`src/rtl/des_round_sequencer_if.sv`:
```
// Request, result and DES-core signals of the round sequencer.
// The sequencer takes the slave side; its driver takes the master side.
interface des_round_sequencer_if;
    logic        in_valid;
    logic        in_ready;
    logic        in_decrypt;
    logic [55:0] in_key;
    logic [63:0] in_data;
    logic        abort;
    logic [3:0]  des_roundSel;
    logic        des_decrypt;
    logic [55:0] des_key;
    logic [63:0] des_desIn;
    logic [63:0] des_desOut;
    logic        out_valid;
    logic        out_ready;
    logic [63:0] out_data;
    logic        busy;
    logic [15:0] blk_cnt;

    modport master (
        output in_valid, in_decrypt, in_key, in_data, abort,
        output des_desOut, out_ready,
        input  in_ready, des_roundSel, des_decrypt, des_key,
        input  des_desIn, out_valid, out_data, busy, blk_cnt
    );

    modport slave (
        input  in_valid, in_decrypt, in_key, in_data, abort,
        input  des_desOut, out_ready,
        output in_ready, des_roundSel, des_decrypt, des_key,
        output des_desIn, out_valid, out_data, busy, blk_cnt
    );
endinterface

```
`src/rtl/des_round_sequencer.sv`:
```
// Steps an iterative DES core through its 16 rounds and hands the
// captured result out over a valid/ready pair.
module des_round_sequencer #(
    parameter int unsigned OUT_LAT = 1
) (
    input logic                  clk,
    input logic                  rst,
    des_round_sequencer_if.slave bus
);
    typedef enum logic [1:0] {IDLE, ROUND, WAIT, DONE} state_e;

    localparam logic [2:0] WLAST = 3'(OUT_LAT - 1);

    state_e      state_q;
    logic [3:0]  rnd_q;
    logic [2:0]  wcnt_q;
    logic        dec_q;
    logic [55:0] key_q;
    logic [63:0] data_q;
    logic [63:0] out_q;
    logic [15:0] blk_q;

    always_ff @(posedge clk) begin
        if (rst) begin
            state_q <= IDLE;
            rnd_q   <= 4'd0;
            wcnt_q  <= 3'd0;
            dec_q   <= 1'b0;
            key_q   <= 56'd0;
            data_q  <= 64'd0;
            out_q   <= 64'd0;
            blk_q   <= 16'd0;
        end else begin
            unique case (state_q)
                IDLE: begin
                    if (bus.in_valid) begin
                        dec_q   <= bus.in_decrypt;
                        key_q   <= bus.in_key;
                        data_q  <= bus.in_data;
                        rnd_q   <= 4'd0;
                        state_q <= ROUND;
                    end
                end
                ROUND: begin
                    if (bus.abort) begin
                        rnd_q   <= 4'd0;
                        state_q <= IDLE;
                    end else if (rnd_q == 4'd15) begin
                        wcnt_q  <= 3'd0;
                        state_q <= WAIT;
                    end else begin
                        rnd_q <= rnd_q + 4'd1;
                    end
                end
                WAIT: begin
                    // counter parks at 15 so the core keeps seeing round 15
                    if (bus.abort) begin
                        rnd_q   <= 4'd0;
                        state_q <= IDLE;
                    end else if (wcnt_q == WLAST) begin
                        out_q   <= bus.des_desOut;
                        rnd_q   <= 4'd0;
                        state_q <= DONE;
                    end else begin
                        wcnt_q <= wcnt_q + 3'd1;
                    end
                end
                DONE: begin
                    if (bus.out_ready) begin
                        blk_q   <= blk_q + 16'd1;
                        state_q <= IDLE;
                    end
                end
                default: state_q <= IDLE;
            endcase
        end
    end

    assign bus.in_ready     = (state_q == IDLE);
    assign bus.out_valid    = (state_q == DONE);
    assign bus.busy         = (state_q != IDLE);
    assign bus.des_roundSel = rnd_q;
    assign bus.des_decrypt  = dec_q;
    assign bus.des_key      = key_q;
    assign bus.des_desIn    = data_q;
    assign bus.out_data     = out_q;
    assign bus.blk_cnt      = blk_q;
endmodule
```
`src/flat_wrapper.sv`:
```
// flat-port wrapper written by rule: the top's interface ports become plain ports
module des_round_sequencer_flat 
#(
    parameter int unsigned OUT_LAT = 1
)
  (clk, rst, bus_in_valid, bus_in_decrypt, bus_in_key, bus_in_data, bus_abort, bus_des_desOut, bus_out_ready, bus_in_ready, bus_des_roundSel, bus_des_decrypt, bus_des_key, bus_des_desIn, bus_out_valid, bus_out_data, bus_busy, bus_blk_cnt);
  des_round_sequencer_if bus_i ();
  input logic clk;
  input logic rst;
  input wire logic [$bits(bus_i.in_valid)-1:0] bus_in_valid;
  input wire logic [$bits(bus_i.in_decrypt)-1:0] bus_in_decrypt;
  input wire logic [$bits(bus_i.in_key)-1:0] bus_in_key;
  input wire logic [$bits(bus_i.in_data)-1:0] bus_in_data;
  input wire logic [$bits(bus_i.abort)-1:0] bus_abort;
  input wire logic [$bits(bus_i.des_desOut)-1:0] bus_des_desOut;
  input wire logic [$bits(bus_i.out_ready)-1:0] bus_out_ready;
  output wire logic [$bits(bus_i.in_ready)-1:0] bus_in_ready;
  output wire logic [$bits(bus_i.des_roundSel)-1:0] bus_des_roundSel;
  output wire logic [$bits(bus_i.des_decrypt)-1:0] bus_des_decrypt;
  output wire logic [$bits(bus_i.des_key)-1:0] bus_des_key;
  output wire logic [$bits(bus_i.des_desIn)-1:0] bus_des_desIn;
  output wire logic [$bits(bus_i.out_valid)-1:0] bus_out_valid;
  output wire logic [$bits(bus_i.out_data)-1:0] bus_out_data;
  output wire logic [$bits(bus_i.busy)-1:0] bus_busy;
  output wire logic [$bits(bus_i.blk_cnt)-1:0] bus_blk_cnt;
  assign bus_i.in_valid = bus_in_valid;
  assign bus_i.in_decrypt = bus_in_decrypt;
  assign bus_i.in_key = bus_in_key;
  assign bus_i.in_data = bus_in_data;
  assign bus_i.abort = bus_abort;
  assign bus_i.des_desOut = bus_des_desOut;
  assign bus_i.out_ready = bus_out_ready;
  assign bus_in_ready = bus_i.in_ready;
  assign bus_des_roundSel = bus_i.des_roundSel;
  assign bus_des_decrypt = bus_i.des_decrypt;
  assign bus_des_key = bus_i.des_key;
  assign bus_des_desIn = bus_i.des_desIn;
  assign bus_out_valid = bus_i.out_valid;
  assign bus_out_data = bus_i.out_data;
  assign bus_busy = bus_i.busy;
  assign bus_blk_cnt = bus_i.blk_cnt;
  des_round_sequencer #(.OUT_LAT(OUT_LAT)) u_core (.clk(clk), .rst(rst), .bus(bus_i));
endmodule
```
`config.mk`:
```
export PLATFORM = sky130hd
export DESIGN_NAME = des_round_sequencer_flat
export DESIGN_NICKNAME = d
export VERILOG_FILES = /design/src/rtl/des_round_sequencer_if.sv /design/src/rtl/des_round_sequencer.sv /design/src/flat_wrapper.sv
export SDC_FILE = /design/constraint.sdc
export NUM_CORES = 1
export LEC_CHECK = 0
export ABC_CLOCK_PERIOD_IN_PS = 2200
export CAP_MARGIN = 20
export CORE_AREA = 2 2 156 158
export DETAILED_ROUTE_END_ITERATION = 7
export DIE_AREA = 0 0 158 160
export PLACE_DENSITY = 0.68
export SYNTH_ARGS = -nofsm -noshare
export SYNTH_HDL_FRONTEND = slang
export SYNTH_SLANG_ARGS = --single-unit
```
`constraint.sdc`:
```
create_clock -name clk -period 2.2 [get_ports clk]
set_input_delay 0.55 -clock clk [delete_from_list [all_inputs] [get_ports clk]]
set_output_delay 0.55 -clock clk [all_outputs]
set_load 0.02 [all_outputs]
```
After elaboration in Yosys (flattened, before gate mapping) --
Cells that the tools add are included.
Word-level totals: bits of input ports 190, logic and storage cells 54, flip-flop bits (word level) 210, output and inout port bits 208
Operators by class: bitwise gates (word level) 1, muxes and demuxes 18, equality and inequality tests 13, add/subtract/negate cells 3, reductions and logical operators 11
Operators with widths (count):
- 4-bit 2-to-1 mux | 5
- 16-bit by 1-bit adder with 16-bit output (second input constant) | 1
- 2-bit 2-to-1 mux | 6
- 3-bit 2-to-1 mux | 4
- 4-bit one-hot mux with 3 select lines | 1
- 2-bit inequality test (second input constant) | 5
- 2-bit one-hot mux with 4 select lines | 1
- 4-bit AND reduction | 2
- 3-bit by 2-bit inequality test with 1-bit output (second input constant) | 2
- 3-bit one-hot mux with 2 select lines | 1
- 5-bit AND reduction | 1
- 4-bit by 1-bit adder with 4-bit output (second input constant) | 1
- 2-bit == test (second input constant) | 2
- 4-bit == test (second input constant) | 1
- 2-bit AND reduction | 2
- 2-bit nonzero test | 2
- 3-bit by 1-bit adder with 3-bit output (second input constant) | 1
- 3-bit logical NOT | 1
- 3-bit inequality test (second input constant) | 1
- 3-bit AND reduction | 1
- 3-bit nonzero test | 1
- 2-bit by 1-bit == test with 1-bit output (second input constant) | 1
- 2-bit logical NOT | 1
- 2-bit by 1-bit inequality test with 1-bit output (second input constant) | 1
- 1-bit inverter | 1

Longest topological paths before layout --
Gate-level depths: netlist of the first run.
depth after elaboration 4, gate-level depth with buffers 8, gate-level depth less buffers 6

Worst setup path before layout of the first run --
No wires, ideal clock.
path type register to register, start register u_core.blk_q[5] (netlist: u_core.bus.blk_cnt[5]), end register u_core.blk_q[15] (netlist: u_core.bus.blk_cnt[15]), cell stages (with the launch flop) 6, required time 2.130 ns, buffers on the path 1, period minus slack after synthesis 1.957 ns, data arrival time 1.887 ns, slack 0.243 ns, setup time 0.070 ns, cell sequence dfxtp_1 nand3_2 or4_1 buf_2 or4_1 a21oi_1
Between the ends: longest elaborated chain between the ends 1
RTL lines:
- start: declaration | line des_round_sequencer.sv:21 | logic [15:0] blk_q;
- start signal: assignment | line des_round_sequencer.sv:70 | blk_q <= blk_q + 16'd1;
- 16-bit by 1-bit adder with 16-bit output | line des_round_sequencer.sv:70
Every way passes these cells. A chain may end at the register's enable or synchronous reset.

Worst setup path after layout of the first run --
start register u_core.rnd_q[1] (netlist: u_core.bus.des_roundSel[1]), end output port bus_des_roundSel[1]
RTL lines:
- start: declaration | line des_round_sequencer.sv:15 | logic [3:0] rnd_q;
- start signal: assignment | line des_round_sequencer.sv:52 | rnd_q <= rnd_q + 4'd1;
- end: declaration | line flat_wrapper.sv:18 | output wire logic [$bits(bus_i.des_roundSel)-1:0] bus_des_roundSel;
No word-level cell between the ends.

==> flow_metrics.env, run 1 <==
export IMPL_std_cell_rows=57
export IMPL_synth_edf_count=0
export IMPL_status="finished clean"
export IMPL_async_flop_share_pct=0
export IMPL_wl_met3_um=2883
export IMPL_post_place_ws_ns=-0.2046
export IMPL_clock_latency_ns=0.51
export IMPL_die_area_um2=25280
export IMPL_grt_pass1_vias=7548
export IMPL_clkTransAtPathRegs_ns=0.06
export IMPL_cts_sinks=210
export IMPL_antenna_found_initial=0
export IMPL_syn_inst=964
export IMPL_wl_per_cell_um=15.21
export IMPL_crit_family="buffers and inverters"
export IMPL_hold_class="input port to flop"
export IMPL_final_cell_area_um2=12810
export IMPL_grt_overflow_total=0
export IMPL_drcViolationCount=0
export IMPL_fillCellCount=2246
export IMPL_start_util_pct=31.81
export IMPL_ys_seq_elements=210
export IMPL_slowest_delay_ns=0.70
export IMPL_tritoncts="yes"
export IMPL_grt_max_degree=65
export IMPL_syn_num_nets=1158
export IMPL_period_needed_ns=2.139
export IMPL_cp_max_fo=4
export IMPL_utilization_pct=53.76
export IMPL_postPlaceCellArea_um2=12030
export IMPL_yosys_most_used_dff="dfxtp_1"
export IMPL_slowest_stage="clkdlybuf4s50_1"
export IMPL_yosys_warnings=0
export IMPL_dp_cells=1648
export IMPL_top_layer="met4"
export IMPL_cp_arrival_ns=1.59
export IMPL_cts_htree_levels=1
export IMPL_cap_violations=0
export IMPL_power_total_mw=9.564
export IMPL_syn_area_um2=7577
export IMPL_core_region_area_um2=23820
export IMPL_criticalPathCategory="flop to primary output"
export IMPL_worstSetupEndpointType="primary output"
export IMPL_skew_ns=0.008265
export IMPL_met2_wirelength_um=11960
export IMPL_viasPerCell=4.610
export IMPL_whs_ns=0.4041
export IMPL_routed_via_count=7796
export IMPL_grt_first_pass_wirelength_um=39530
export IMPL_wl_um=25720
export IMPL_cts_root_buffer="clkbuf_16"
export IMPL_ys_types=41
export IMPL_pin_count=398
export IMPL_drive_above_1_share_pct=6.072
export IMPL_crit_required_ns=1.65
export IMPL_finalCritPeriodShare_pct=97.22
export IMPL_peakVddDrop_uv=613.6
export IMPL_dp_hpwl_um=18170
export IMPL_syn2layout_area_growth_pct=69.01
export IMPL_numCtsBuffers=25
export IMPL_ctsHoldBuffers=0
export IMPL_maxSlewViolCount=0
export IMPL_fin_cells=1691
export IMPL_critPathLaunchType="flop"
export IMPL_setup_viol=0
export IMPL_drtIter0Drc=475
export IMPL_wl_met1_um=10250
export IMPL_relSlewSlack_pct=71.13
export IMPL_grt_use_total_pct=19.32
export IMPL_dr_pass1_iters=5
export IMPL_max_freq_mhz=467.6
export IMPL_die_x_um=158
export IMPL_hold_viol_final=0
export IMPL_gpl_final_weighted_congestion=0.8056
export IMPL_fin_nets=1545
export IMPL_ant_nets=0
export IMPL_setup_tns_ns=0
export IMPL_power_leakage_nw=4.641
export IMPL_synth_seq_area_share_pct=55.48
export IMPL_crit_chain="clkdlybuf4s50_1"
export IMPL_clock_path_buffers=3
export IMPL_synth_area_per_cell_um2=7.860
export IMPL_timing_worst_slew_pin_value_ns=0.4330
export IMPL_io_buffers=397
export IMPL_worst_slack_ns=0.06126
export IMPL_die_h_um=160
export IMPL_critPathBufInv=1
export IMPL_n_antenna_cell=0
export IMPL_cellPowerDensity_nw_per_um2=746.8
export IMPL_rsz0062_at_grt="false"
## Yosys cell counts (2+ instances only)
master    number  share of area, %
and2_1         3              0.25
or3_1          3              0.25
a22oi_1        2              0.20
a311oi_1       2              0.23
buf_2          9              0.59
xor2_1         2              0.23
nand4_1        5              0.41
nor3b_1        3              0.30
a211oi_1       3              0.30
nor3_1         4              0.26
clkbuf_1      60               3.0
a21oi_1      195                13
nand2_1      381                19
nor4_1         4              0.33
ha_1           4              0.66
or4_1          2              0.20
nor2_1        19              0.94
mux2_2         2              0.30
nand3_1        8              0.53
dfxtp_1      210                55
inv_1          6              0.30
o21ai_0        6              0.40
nor2b_1        3              0.25
xnor2_1        6              0.69
and3_1         4              0.33
nand2b_1       3              0.25
## layout by cell type, fill, tap and decap left out, types with 4 or more instances in the layout
cell             synthesis  routed
ha_1                     4       4
clkbuf_8                 0       5
clkdlybuf4s50_1          0     389
clkbuf_1                60       4
dlymetal6s2s_1           0       4
clkinv_2                 0       8
nand4_1                  5       5
xnor2_1                  6       6
nor3_1                   4       4
dfxtp_1                210     209
nor2_1                  19      18
a21oi_1                195     195
nand2_1                381     379
clkbuf_16                0      25
and3_1                   4       4
buf_12                   0       7
nor4_1                   4       4
inv_1                    6       6
o21ai_0                  6       6
nand3_1                  8       8
buf_4                    0      25
## power breakdown
group / leakage (nW) / total, mW / switching, mW / internal [mW]
registers: 1.71 / 4.10 / 0.103 / 4.00
clock network: 0.380 / 3.81 / 1.58 / 2.24
logic: 2.55 / 1.65 / 0.822 / 0.823
total: 4.64 / 9.56 / 2.50 / 7.06
## cell type report
| type | count | area (um^2) | share of cell area (%) |
|---|---|---|---|
| Inverter | 6 | 22.52 | 0.1759 |
| Tap cell | 324 | 405.4 | 3.166 |
| Clock buffer | 34 | 709.4 | 5.540 |
| Timing Repair Buffer | 429 | 4309 | 33.65 |
| Multi-Input combinational cell | 679 | 3107 | 24.26 |
| Sequential cell | 210 | 4205 | 32.84 |
| Clock inverter | 9 | 47.55 | 0.3713 |
## metal layers
layer  vias up  GRT usage [%]
met5         -              0
met4         0          5.815
li1       3917              -
met3        47          7.544
met2       326          32.77
met1      3506          22.40
## state kept, by name, indices dropped and copies added, names as in the netlist
name                     count
u_core.state_q               2
u_core.bus.des_key          56
u_core.bus.des_desIn        64
u_core.bus.des_roundSel      4
u_core.bus.des_decrypt       1
u_core.bus.out_data         64
u_core.wcnt_q                3
u_core.bus.blk_cnt          16
## worst paths after layout
path,slack (ns),to,from,cells after the start
max,0.06,bus_des_roundSel[1],u_core.bus.des_roundSel[1],1
min,0.40,u_core.bus.blk_cnt[6],rst,2
max reg2reg,0.31,u_core.bus.blk_cnt[13],u_core.bus.blk_cnt[6],5
min reg2reg,0.45,u_core.bus.out_data[40],u_core.bus.out_data[40],2
## kinds of logic after synthesis
family / Yosys count / share of synthesized area (%)
adder cells (fa/ha/maj): 4 / 0.6605
flip-flops: 210 / 55.48
multiplexers: 3 / 0.4293
XOR/XNOR: 8 / 0.9247
AO/OA/AOI/OAI: 216 / 14.81
AND/OR/NAND/NOR: 448 / 23.83
buffers and inverters: 75 / 3.864
## what timing repair did
action	4_1_cts	5_1_grt
setup endpoints to repair	3	4
gates resized for setup	6	4
setup buffers	0	0
Note: power is estimated with default switching activity, not from simulation.
==> run 2: changes to the inputs <==
--- a/config.mk
+++ b/config.mk
@@ -10,6 +10,7 @@
 export CORE_AREA = 2 2 156 158
 export DETAILED_ROUTE_END_ITERATION = 7
 export DIE_AREA = 0 0 158 160
+export MAX_ROUTING_LAYER = met4
 export PLACE_DENSITY = 0.68
 export SYNTH_ARGS = -nofsm -noshare
 export SYNTH_HDL_FRONTEND = slang
==> run 2 against run 1 <==
Die area did not move. Sequential share of layout area unchanged. Critical path type unchanged. Combinational power about the same. Global-route usage up 0.56 points. Sequential cell count unchanged. Clock skew down 0.0012 ns. Routed wire length is 0.22% higher. Utilization is the same. Design area stayed put. Non-clock buffer count unchanged. Worst setup slack worse by 0.0075 ns.
==> flow_metrics.env, run 2 (synthesized netlist as in run 1, its figures left out) <==
export IMPL_status="finished clean"
export IMPL_seqPwrFrac_pct=42.9
export IMPL_register_area_um2=4205
export IMPL_drive_above_1_share_pct=6.072
export IMPL_hold_viol_final=0
export IMPL_max_freq_mhz=465.9
export IMPL_slowest_delay_ns=0.74
export IMPL_ctsHoldBuffers=0
export IMPL_grt_use_total_pct=19.89
export IMPL_grt_first_pass_wirelength_um=39390
export IMPL_pin_count=398
export IMPL_worstSetupEndpointType="primary output"
export IMPL_critPathBufInv=1
export IMPL_die_x_um=158
export IMPL_maxSlewViolCount=0
export IMPL_dp_hpwl_um=18170
export IMPL_critPathLaunchType="flop"
export IMPL_ant_nets=0
export IMPL_cts_root_buffer="clkbuf_16"
export IMPL_finalCritPeriodShare_pct=97.56
export IMPL_clkPwrFrac_pct=39.9
export IMPL_start_util_pct=31.81
export IMPL_cts_htree_levels=1
export IMPL_timing_worst_slew_pin_value_ns=0.4290
export IMPL_grt_pass1_vias=7575
export IMPL_dr_pass1_iters=7
export IMPL_setup_tns_ns=0
export IMPL_wl_per_cell_um=15.24
export IMPL_n_antenna_cell=0
export IMPL_hold_class="input port to flop"
export IMPL_skew_ns=0.007092
export IMPL_rsz0062_at_grt="false"
export IMPL_die_h_um=160
export IMPL_io_buffers=397
export IMPL_cts_sinks=210
export IMPL_cp_arrival_ns=1.60
export IMPL_std_cell_rows=57
export IMPL_clkTransAtPathRegs_ns=0.06
export IMPL_core_region_area_um2=23820
export IMPL_multi_input_comb_area_um2=3107
export IMPL_clock_latency_ns=0.51
export IMPL_viasPerCell=4.633
export IMPL_post_place_ws_ns=-0.2046
export IMPL_p_comb_share_pct=17.2
export IMPL_peakVddDrop_uv=614.2
export IMPL_syn2layout_area_growth_pct=69.01
export IMPL_drcViolationCount=0
export IMPL_fillCellCount=2246
export IMPL_die_area_um2=25280
export IMPL_criticalPathCategory="flop to primary output"
export IMPL_setup_viol=0
export IMPL_grt_overflow_total=0
export IMPL_period_needed_ns=2.146
export IMPL_fin_nets=1545
export IMPL_crit_required_ns=1.65
export IMPL_final_common_cell="clkdlybuf4s50_1"
export IMPL_wl_um=25780
export IMPL_power_leakage_nw=4.641
export IMPL_worst_slack_ns=0.05374
export IMPL_cap_violations=0
export IMPL_sw_frac_of_total_pct=26.17
export IMPL_slowest_stage="clkdlybuf4s50_1"
export IMPL_routed_via_count=7835
export IMPL_p_int_mw=7.063
export IMPL_drtIter0Drc=497
export IMPL_cellPowerDensity_nw_per_um2=747.1
export IMPL_grt_max_degree=65
export IMPL_antenna_found_initial=0
export IMPL_tritoncts="yes"
export IMPL_relSlewSlack_pct=71.40
export IMPL_clock_path_buffers=3
export IMPL_gpl_final_weighted_congestion=0.8174
export IMPL_numCtsBuffers=25
export IMPL_final_cell_mix="clkdlybuf4s50_1, nand2_1, dfxtp_1"
export IMPL_crit_chain="clkdlybuf4s50_1"
export IMPL_cts_setup_buffers=0
export IMPL_crit_family="buffers and inverters"
export IMPL_cp_max_fo=2
export IMPL_netSwitchingPower_mw=2.504
-- run 2: cell counts in the layout (fill, tap and decap cells not counted) --
Identical to the previous run, type by type.
-- run 2: cell type report --
type	instances	area share, %
flip-flops and latches	210	32.84
repair buffers	429	33.65
inverters	6	0.1759
clock buffers	34	5.540
multi-input cells	679	24.26
well taps	324	3.166
clock inverters	9	0.3713
-- run 2: final timing paths --
| check | start | endpoint | slack (ns) | cells past startpoint |
|---|---|---|---|---|
| worst max-delay path | u_core.bus.des_key[49] | bus_des_key[49] | 0.05 | 1 |
| worst min-delay path | rst | u_core.bus.blk_cnt[6] | 0.41 | 2 |
| worst max register to register | u_core.bus.blk_cnt[6] | u_core.bus.blk_cnt[13] | 0.31 | 5 |
| worst min register to register | u_core.bus.des_desIn[36] | u_core.bus.des_desIn[36] | 0.45 | 2 |
-- run 2: power groups by stage --
| stage | Clock, mW | Sequential (mW) | Combinational (mW) |
|---|---|---|---|
| 5_1_grt | 4.08 | 4.13 | 1.78 |
| 3_3_place_gp | 0 | 4.17 | 1.65 |
| 6_report | 3.81 | 4.10 | 1.65 |
| 4_1_cts | 3.96 | 4.10 | 1.66 |
| 2_1_floorplan | 0 | 4.41 | 0.474 |
| 3_5_place_dp | 0 | 4.18 | 1.65 |
-- run 2: per-stage QoR --
| step | util (%) | cell area [um^2] | hold slack, ns | std cells | total power [mW] |
|---|---|---|---|---|---|
| 4_1_cts | 53.72 | 12800 | 0.3987 | 1691 | 9.726 |
| 3_3_place_gp | 50.52 | 12030 | 0.4404 | 1648 | 5.826 |
| 2_1_floorplan | - | 7577 | 0.5110 | 964 | 4.885 |
| 5_1_grt | 53.76 | 12810 | 0.4278 | 1691 | 9.985 |
| 6_report | 53.76 | 12810 | 0.4097 | 1691 | 9.567 |
| 3_5_place_dp | 50.52 | 12030 | 0.4456 | 1648 | 5.838 |
-- run 2: routing by layer --
metal	GRT usage, %	wire length (um)
met1	22.86	10500
met2	32.77	11990
met3	6.811	2700
met4	5.774	593
met5	-	0
-- run 2: what timing repair did --
item / 4_1_cts / 5_1_grt
gates resized for setup: 6 / 4
setup endpoints to repair: 3 / 4
endpoints found under the hold margin: 0 / 0
